## src/rtl/game_pkg.sv

```systemverilog
// Shared scene constants and screen encodings for the game sequencer and pixel renderer.
// Positions are 32-bit signed pixels; the score is unsigned.
package game_pkg;

  typedef logic signed [31:0] pos_t;

  typedef enum logic [1:0] {
    SCREEN_TITLE     = 2'd0,
    SCREEN_PLAY      = 2'd1,
    SCREEN_GAME_OVER = 2'd2
  } screen_e;

  localparam pos_t SCREEN_WIDTH  = 640;
  localparam pos_t SCREEN_HEIGHT = 480;

  localparam pos_t BIRD_X        = 303;
  localparam pos_t BIRD_WIDTH    = 34;
  localparam pos_t BIRD_HEIGHT   = 24;
  localparam pos_t BIRD_START_Y  = 228;

  localparam pos_t PIPE_WIDTH    = 52;
  localparam pos_t PIPE_GAP      = 100;
  localparam pos_t PIPE_SPACING  = 240;
  localparam pos_t PIPE_SPEED    = 2;
  localparam pos_t PIPE_SPEED_MAX = 4;
  localparam pos_t PIPE_Y_MIN    = 60;
  localparam pos_t PIPE_RESET_Y  = (SCREEN_HEIGHT - PIPE_GAP) / 2;

  localparam pos_t GRAVITY       = 1;
  localparam pos_t FLAP_VELOCITY = -8;
  localparam pos_t MAX_FALL      = 10;

  localparam logic [7:0]  GAMEOVER_HOLD = 8'd120;
  localparam logic [31:0] SCORE_MAX     = 32'd999;

  localparam logic [15:0] LFSR_SEED = 16'hACE1;
  localparam logic [15:0] LFSR_TAPS = 16'hB400;

endpackage

```

## src/rtl/game_flow_controller_if.sv

```systemverilog
// Scene bus between the frame sequencer (slave) and its frame-tick/button source and renderer (master).
// No flow control: outputs are level scene state, iFrameTick is a one-cycle strobe.
interface game_flow_controller_if;
  import game_pkg::*;

  logic    iFrameTick;
  logic    iFlap;
  screen_e oScreen;
  logic    oBGScroll;
  pos_t    oBirdY;
  logic [31:0] oScore;
  pos_t    oPipe1X, oPipe2X, oPipe3X;
  pos_t    oPipe1Y, oPipe2Y, oPipe3Y;

  modport master (
    output iFrameTick, iFlap,
    input  oScreen, oBGScroll, oBirdY, oScore,
    input  oPipe1X, oPipe2X, oPipe3X, oPipe1Y, oPipe2Y, oPipe3Y
  );

  modport slave (
    input  iFrameTick, iFlap,
    output oScreen, oBGScroll, oBirdY, oScore,
    output oPipe1X, oPipe2X, oPipe3X, oPipe1Y, oPipe2Y, oPipe3Y
  );

endinterface

```

## src/rtl/pipe_lfsr.sv

```systemverilog
// 16-bit Galois LFSR (x^16+x^14+x^13+x^11), free-running every clock; low byte feeds gap heights.
// Latency: new value every cycle; no backpressure.
module pipe_lfsr
  import game_pkg::*;
(
  input  logic       iClock,
  input  logic       iReset,
  output logic [7:0] oValue
);

  logic [15:0] lfsr_q;

  always_ff @(posedge iClock) begin
    if (iReset) lfsr_q <= LFSR_SEED;
    else        lfsr_q <= (lfsr_q >> 1) ^ (lfsr_q[0] ? LFSR_TAPS : 16'h0000);
  end

  assign oValue = lfsr_q[7:0];

endmodule

```

## src/rtl/game_flow_controller.sv

```systemverilog
// Title/play/game-over sequencer: bird physics, pipe scroll/respawn, score, collision; state moves on iFrameTick only.
// Outputs registered, valid the cycle after a tick; no backpressure. GAME_FLOW_DIFFICULTY_EN scales pipe speed with score.
module game_flow_controller
  import game_pkg::*;
(
  input  logic                   iClock,
  input  logic                   iReset,
  game_flow_controller_if.slave  bus
);

  screen_e     state_q, state_d;
  logic        bg_scroll_q, bg_scroll_d;
  pos_t        bird_y_q, bird_y_d, vel_q, vel_d;
  logic [31:0] score_q, score_d;
  pos_t        pipe_x_q [3], pipe_x_d [3];
  pos_t        pipe_y_q [3], pipe_y_d [3];
  logic        flap_prev_q, flap_pending_q, flap_pending_d;
  logic [7:0]  hold_q, hold_d;
  logic        restart;
  logic [7:0]  lfsr_byte;

  logic        flap_now, hit;
  logic [1:0]  passed;
  pos_t        speed, vel_step, bird_step;
  pos_t        step_x [3], step_y [3];
  logic [31:0] score_step;

  pipe_lfsr u_pipe_lfsr (
    .iClock (iClock),
    .iReset (iReset),
    .oValue (lfsr_byte)
  );

  always_ff @(posedge iClock) begin
    flap_prev_q <= bus.iFlap;
    if (iReset || restart) begin
      state_q        <= SCREEN_TITLE;
      bg_scroll_q    <= 1'b1;
      bird_y_q       <= BIRD_START_Y;
      vel_q          <= '0;
      score_q        <= '0;
      flap_pending_q <= 1'b0;
      hold_q         <= '0;
      for (int i = 0; i < 3; i++) begin
        pipe_x_q[i] <= SCREEN_WIDTH + i * PIPE_SPACING;
        pipe_y_q[i] <= PIPE_RESET_Y;
      end
    end else begin
      state_q        <= state_d;
      bg_scroll_q    <= bg_scroll_d;
      bird_y_q       <= bird_y_d;
      vel_q          <= vel_d;
      score_q        <= score_d;
      flap_pending_q <= flap_pending_d;
      hold_q         <= hold_d;
      for (int i = 0; i < 3; i++) begin
        pipe_x_q[i] <= pipe_x_d[i];
        pipe_y_q[i] <= pipe_y_d[i];
      end
    end
  end

  always_comb begin
    // A rising edge in the tick cycle itself counts for that tick.
    flap_now = flap_pending_q | (bus.iFlap & ~flap_prev_q);

`ifdef GAME_FLOW_DIFFICULTY_EN
    speed = PIPE_SPEED + pos_t'(score_q / 32'd10);
    if (speed > PIPE_SPEED_MAX) speed = PIPE_SPEED_MAX;
`else
    speed = PIPE_SPEED;
`endif

    // One play step; TITLE always holds reset values, so it can start from the registers too.
    vel_step = flap_now ? FLAP_VELOCITY
             : ((vel_q + GRAVITY > MAX_FALL) ? MAX_FALL : vel_q + GRAVITY);
    bird_step = bird_y_q + vel_step;
    if (bird_step < 0) begin
      bird_step = '0;
      vel_step  = '0;
    end

    hit    = (bird_step + BIRD_HEIGHT >= SCREEN_HEIGHT);
    passed = 2'd0;
    for (int i = 0; i < 3; i++) begin
      step_x[i] = pipe_x_q[i] - speed;
      step_y[i] = pipe_y_q[i];
      if (step_x[i] < -PIPE_WIDTH) begin
        step_x[i] = step_x[i] + 3 * PIPE_SPACING;
        step_y[i] = PIPE_Y_MIN + pos_t'({24'd0, lfsr_byte});
      end
      if ((pipe_x_q[i] + PIPE_WIDTH >= BIRD_X) && (step_x[i] + PIPE_WIDTH < BIRD_X))
        passed = passed + 2'd1;
      if ((BIRD_X + BIRD_WIDTH > step_x[i]) && (BIRD_X < step_x[i] + PIPE_WIDTH) &&
          ((bird_step < step_y[i]) || (bird_step + BIRD_HEIGHT > step_y[i] + PIPE_GAP)))
        hit = 1'b1;
    end
    score_step = score_q + {30'd0, passed};
    if (score_step > SCORE_MAX) score_step = SCORE_MAX;

    state_d        = state_q;
    bg_scroll_d    = bg_scroll_q;
    bird_y_d       = bird_y_q;
    vel_d          = vel_q;
    score_d        = score_q;
    hold_d         = hold_q;
    restart        = 1'b0;
    flap_pending_d = bus.iFrameTick ? 1'b0 : flap_now;
    for (int i = 0; i < 3; i++) begin
      pipe_x_d[i] = pipe_x_q[i];
      pipe_y_d[i] = pipe_y_q[i];
    end

    case (state_q)
      SCREEN_TITLE, SCREEN_PLAY: begin
        if (bus.iFrameTick && (state_q == SCREEN_PLAY || flap_now)) begin
          bird_y_d    = bird_step;
          vel_d       = vel_step;
          score_d     = score_step;
          state_d     = hit ? SCREEN_GAME_OVER : SCREEN_PLAY;
          bg_scroll_d = ~hit;
          hold_d      = '0;
          for (int i = 0; i < 3; i++) begin
            pipe_x_d[i] = step_x[i];
            pipe_y_d[i] = step_y[i];
          end
        end
      end
      SCREEN_GAME_OVER: begin
        if (hold_q < GAMEOVER_HOLD) begin
          flap_pending_d = 1'b0;
          if (bus.iFrameTick) hold_d = hold_q + 8'd1;
        end else if (bus.iFrameTick && flap_now) begin
          restart = 1'b1;
        end
      end
      default: state_d = SCREEN_TITLE;
    endcase
  end

  assign bus.oScreen   = state_q;
  assign bus.oBGScroll = bg_scroll_q;
  assign bus.oBirdY    = bird_y_q;
  assign bus.oScore    = score_q;
  assign bus.oPipe1X   = pipe_x_q[0];
  assign bus.oPipe2X   = pipe_x_q[1];
  assign bus.oPipe3X   = pipe_x_q[2];
  assign bus.oPipe1Y   = pipe_y_q[0];
  assign bus.oPipe2Y   = pipe_y_q[1];
  assign bus.oPipe3Y   = pipe_y_q[2];

endmodule

```

## src/flat_wrapper.sv

```systemverilog
// flat-port wrapper written by rule: the top's interface ports become plain ports
module game_flow_controller_flat import game_pkg::*;
  (iClock, iReset, bus_iFrameTick, bus_iFlap, bus_oScreen, bus_oBGScroll, bus_oBirdY, bus_oScore, bus_oPipe1X, bus_oPipe2X, bus_oPipe3X, bus_oPipe1Y, bus_oPipe2Y, bus_oPipe3Y);
  game_flow_controller_if bus_i ();
  input  logic iClock;
  input  logic iReset;
  input wire logic [$bits(bus_i.iFrameTick)-1:0] bus_iFrameTick;
  input wire logic [$bits(bus_i.iFlap)-1:0] bus_iFlap;
  output wire logic [$bits(bus_i.oScreen)-1:0] bus_oScreen;
  output wire logic [$bits(bus_i.oBGScroll)-1:0] bus_oBGScroll;
  output wire logic [$bits(bus_i.oBirdY)-1:0] bus_oBirdY;
  output wire logic [$bits(bus_i.oScore)-1:0] bus_oScore;
  output wire logic [$bits(bus_i.oPipe1X)-1:0] bus_oPipe1X;
  output wire logic [$bits(bus_i.oPipe2X)-1:0] bus_oPipe2X;
  output wire logic [$bits(bus_i.oPipe3X)-1:0] bus_oPipe3X;
  output wire logic [$bits(bus_i.oPipe1Y)-1:0] bus_oPipe1Y;
  output wire logic [$bits(bus_i.oPipe2Y)-1:0] bus_oPipe2Y;
  output wire logic [$bits(bus_i.oPipe3Y)-1:0] bus_oPipe3Y;
  assign bus_i.iFrameTick = bus_iFrameTick;
  assign bus_i.iFlap = bus_iFlap;
  assign bus_oScreen = bus_i.oScreen;
  assign bus_oBGScroll = bus_i.oBGScroll;
  assign bus_oBirdY = bus_i.oBirdY;
  assign bus_oScore = bus_i.oScore;
  assign bus_oPipe1X = bus_i.oPipe1X;
  assign bus_oPipe2X = bus_i.oPipe2X;
  assign bus_oPipe3X = bus_i.oPipe3X;
  assign bus_oPipe1Y = bus_i.oPipe1Y;
  assign bus_oPipe2Y = bus_i.oPipe2Y;
  assign bus_oPipe3Y = bus_i.oPipe3Y;
  game_flow_controller u_core (.iClock(iClock), .iReset(iReset), .bus(bus_i));
endmodule
```

## config.mk

```make
export PLATFORM = sky130hd
export DESIGN_NAME = game_flow_controller_flat
export DESIGN_NICKNAME = d
export VERILOG_FILES = /design/src/rtl/game_pkg.sv /design/src/rtl/game_flow_controller_if.sv /design/src/rtl/pipe_lfsr.sv /design/src/rtl/game_flow_controller.sv /design/src/flat_wrapper.sv
export SDC_FILE = /design/constraint.sdc
export NUM_CORES = 1
export LEC_CHECK = 0
export CORE_MARGIN = 8
export CORE_UTILIZATION = 49
export CTS_BUF_LIST = sky130_fd_sc_hd__clkbuf_16
export CTS_CLUSTER_SIZE = 8
export DETAILED_ROUTE_END_ITERATION = 10
export GPL_TIMING_DRIVEN = 0
export PLACE_DENSITY = 0.69
export SLEW_MARGIN = 30
export SYNTH_ARGS = -nofsm -noshare
export SYNTH_HDL_FRONTEND = slang
export SYNTH_HIERARCHICAL = 1
export SYNTH_SLANG_ARGS = --single-unit
```

## constraint.sdc

```tcl
create_clock -name iClock -period 20.8 [get_ports iClock]
set_input_delay 6.24 -clock iClock [delete_from_list [all_inputs] [get_ports iClock]]
set_output_delay 6.24 -clock iClock [all_outputs]
set_load 0.005 [all_outputs]
```

==> results of run 1 <==
[report_power, final]
group | switching (mW) | total (mW) | internal, mW
clock | 0.289 | 0.682 | 0.393
combinational | 0.438 | 0.696 | 0.257
sequential | 0.0184 | 0.635 | 0.617
total | 0.746 | 2.01 | 1.27
[cell usage in the layout, fill, tap and decap left out, types with 14 or more instances in the layout]
cell	instances
dfxtp_1	313
nor4_1	64
o31a_1	17
clkbuf_16	46
ha_1	226
nand4_1	92
o21a_1	29
xnor2_1	213
buf_1	23
and2_1	100
buf_4	15
o31ai_1	30
a21oi_1	261
nand2_1	486
xor2_1	122
or3_1	53
inv_1	90
or4_1	43
nor3_1	125
a21o_1	52
nand2b_1	35
nor2b_1	47
clkdlybuf4s50_1	257
o22ai_1	17
nand3_1	152
o211ai_1	61
o21ai_0	179
nor2_1	340
nor3b_1	14
buf_2	14
clkbuf_1	177
mux2i_1	28
and3_1	80
a22o_1	19
a31oi_1	46
and4_1	19
a211oi_1	47
or2_2	28
[logic make-up after synthesis]
logic type	count (synthesis)	share of synthesized area
simple gates	1771	0.312
compound gates	926	0.211
xor+xnor	336	0.102
buf+inv	330	0.0462
flops	313	0.216
fa+ha+maj	231	0.0998
mux	39	0.0139
other cells	1	0.000129
[state kept, by name, indices dropped and copies added (netlist names)]
signal                     cells
u_core/bus.oBirdY             31
u_core/vel_q                  32
u_core/bus.oBGScroll           1
u_core/u_pipe_lfsr/lfsr_q     16
u_core/flap_prev_q             1
u_core/bus.oScreen             2
u_core/pipe_x_q               93
u_core/pipe_y_q               96
u_core/bus.oScore             32
u_core/hold_q                  8
u_core/flap_pending_q          1
[worst max-delay path by stage]
stage / to / slack [ps] / depth (start not counted)
after floorplan: u_core/bus.oScreen[0]$_SDFFE_PP0P_ / 5740 / 44
after global placement: u_core/bus.oBGScroll$_SDFFE_PP1P_ / 1800 / 43
after detailed placement: u_core/bus.oBGScroll$_SDFFE_PP1P_ / 2370 / 45
after CTS: u_core/bus.oBGScroll$_SDFFE_PP1P_ / 2960 / 44
after global routing: u_core/bus.oScreen[0]$_SDFFE_PP0P_ / 2020 / 44
final: u_core/bus.oScreen[0]$_SDFFE_PP0P_ / 2800 / 45
[through the flow]
stage,instances,worst slack (ps),utilization,instance area (um^2),hold WS (ps)
after detailed placement,4980,2370,0.555,32700,402
final,5037,2800,0.577,33900,413
after floorplan,3950,5740,-,29100,383
after global placement,4980,1800,0.554,32600,398
after CTS,5037,2960,0.576,33900,416
after global routing,5037,2020,0.577,33900,432
[cells in the mapped netlist, types with 46 or more instances]
library cell,n,share of area
and3_1,80,0.017
nor4_1,68,0.015
xnor2_1,213,0.064
a31oi_1,46,0.0099
and2_1,100,0.022
o211ai_1,61,0.016
a21o_1,52,0.013
nand2_1,486,0.063
dfxtp_1,313,0.22
xor2_1,122,0.037
a21oi_1,261,0.045
inv_1,86,0.011
o21ai_0,179,0.031
clkbuf_1,187,0.024
nand3_1,152,0.026
nor2_1,340,0.044
nand4_1,92,0.020
or3_1,53,0.011
nor2b_1,47,0.010
nor3_1,128,0.022
ha_1,226,0.097
a211oi_1,48,0.012
[final cells by class]
class	instances	area [um^2]
Clock inverter	11	90.1
Sequential cell	313	6270
Tap cell	773	967
Multi-Input combinational cell	3307	21500
Buffer	243	1030
Fill cell	5833	24900
Inverter	87	327
Timing Repair Buffer	257	2570
Clock buffer	46	1150
[per-layer routing]
metal  GRT usage  vias up
met4       0.128        0
met5           0        -
met1       0.432    14818
li1            -    14968
met2       0.495     1460
met3      0.0555      258
==> results.toml, run 1 <==
[status]
status = "completed"

[logic_synthesis]
netlist-cell-type-count = 106
syn_avg_cell_area_um2 = 7.36
synth_cells = 3947
yosysWarnings = 6
synth_seq_cells = 313
ys_seq_area_frac = 0.216
synth_edf_count = 0
async_reset_ff_frac = 0
synth_top_flop_cell = "dfxtp_1"
syn-cell-area_um2 = 29000

[sta]
timing.final.crit_share = 0.866
rsz0062_at_grt = "false"
finClkSkew_ps = 24.3
worst_pin_slew_ps = 1130
hold_violations = 0
max_freq_ghz = 0.0555
min_period_ps = 18000
setup-tns-final_ps = 0
slew_viol_final = 0
relSlewSlack = 0.249
finalSetupViolCount = 0

[setup_path]
cp_slowest_stage_delay_ps = 680
r2r-end = "u_core/bus.oScreen[0]$_SDFFE_PP0P_"
slowest_stage = "nor4_1"
arrival_ps = 18510
start_kind = "primary input"
crit_family = "compound AO/OA/AOI/OAI gates"
worst-path-max-fanout = 10
critPathKind = "in2reg"
required_ps = 21310
r2r_cells = 57
worstSetupEndpointType = "register"
worstPathBufferInverterCount = 4
r2r_start = "u_core/vel_q[0]$_SDFFE_PP0P_"
r2r_slack_ps = 5680
crit_path_start = "bus_iFlap"

[grt]
grt_pass1_vias = 28558
grt-ovfl-total = 0
grt_max_degree = 14
grt_pass1_wl_um = 170000
track_usage = 0.318
antenna_found_initial = 0

[detailed_routing]
first_pass_iters = 6
drc = 0
met2_length_um = 48900
m1WireLength_um = 48900
drt_iter0_markers = 3472
route.vias.total = 31504
drt_wl_total_um = 113000
wire_per_inst_um = 22.5
dr_wl_met3_um = 10300
top_layer_used = "met4"
antenna_left = 0
vias_per_cell = 6.25

[cts]
htreeDepth = 2
clock_path_buffers = 3
clk_pin_slew_ps = 50
cts_buffers = 46
ctsHoldBuffers = 0
cts_root_buf = "clkbuf_16"
cts_sinks = 313
postCtsResizedCells = 0
cts_tree = "built"
post-cts-setup-buffers = 0
clk_latency_ps = 600

[min_path]
hold_class = "reg2reg"
min_delay_path_depth = 1
hold_path_startpoint = "u_core/u_pipe_lfsr/lfsr_q[12]$_SDFF_PP0_"
hold_end = "u_core/u_pipe_lfsr/lfsr_q[11]$_SDFF_PP1_"

[floorplanning]
dieHeight_um = 259
die_x_um = 259
core_area_um2 = 58800
initial_utilization = 0.494
rows = 89
design.portCount = 263
die_area_um2 = 67300

[placed_design]
routabilityCongestion = 0.990
io_buffers = 257
post-dp-hpwl_um = 89600

[power]
p_leak_nw = 12.5
p_total_mw = 2.01
power.density_nw_per_um2 = 59.4
peakVddDrop_v = 0.0000593

[final_layout]
fin_nets = 4487
drive_gt1_frac = 0.0460
syn2layout_area_growth_pct = 16.8
antenna_cells = 0

[run]
maxCapViolCount = 0
No activity file was read; power rests on OpenSTA's default activity.
==> run 2, diff against run 1 <==
--- a/config.mk
+++ b/config.mk
@@ -12,6 +12,7 @@
 export DETAILED_ROUTE_END_ITERATION = 10
 export GPL_TIMING_DRIVEN = 0
 export PLACE_DENSITY = 0.69
+export SETUP_SLACK_MARGIN = 0.5
 export SLEW_MARGIN = 30
 export SYNTH_ARGS = -nofsm -noshare
 export SYNTH_HDL_FRONTEND = slang
==> results of run 2 <==
The final DEF is identical to that of run 1; final timing and power are the same.
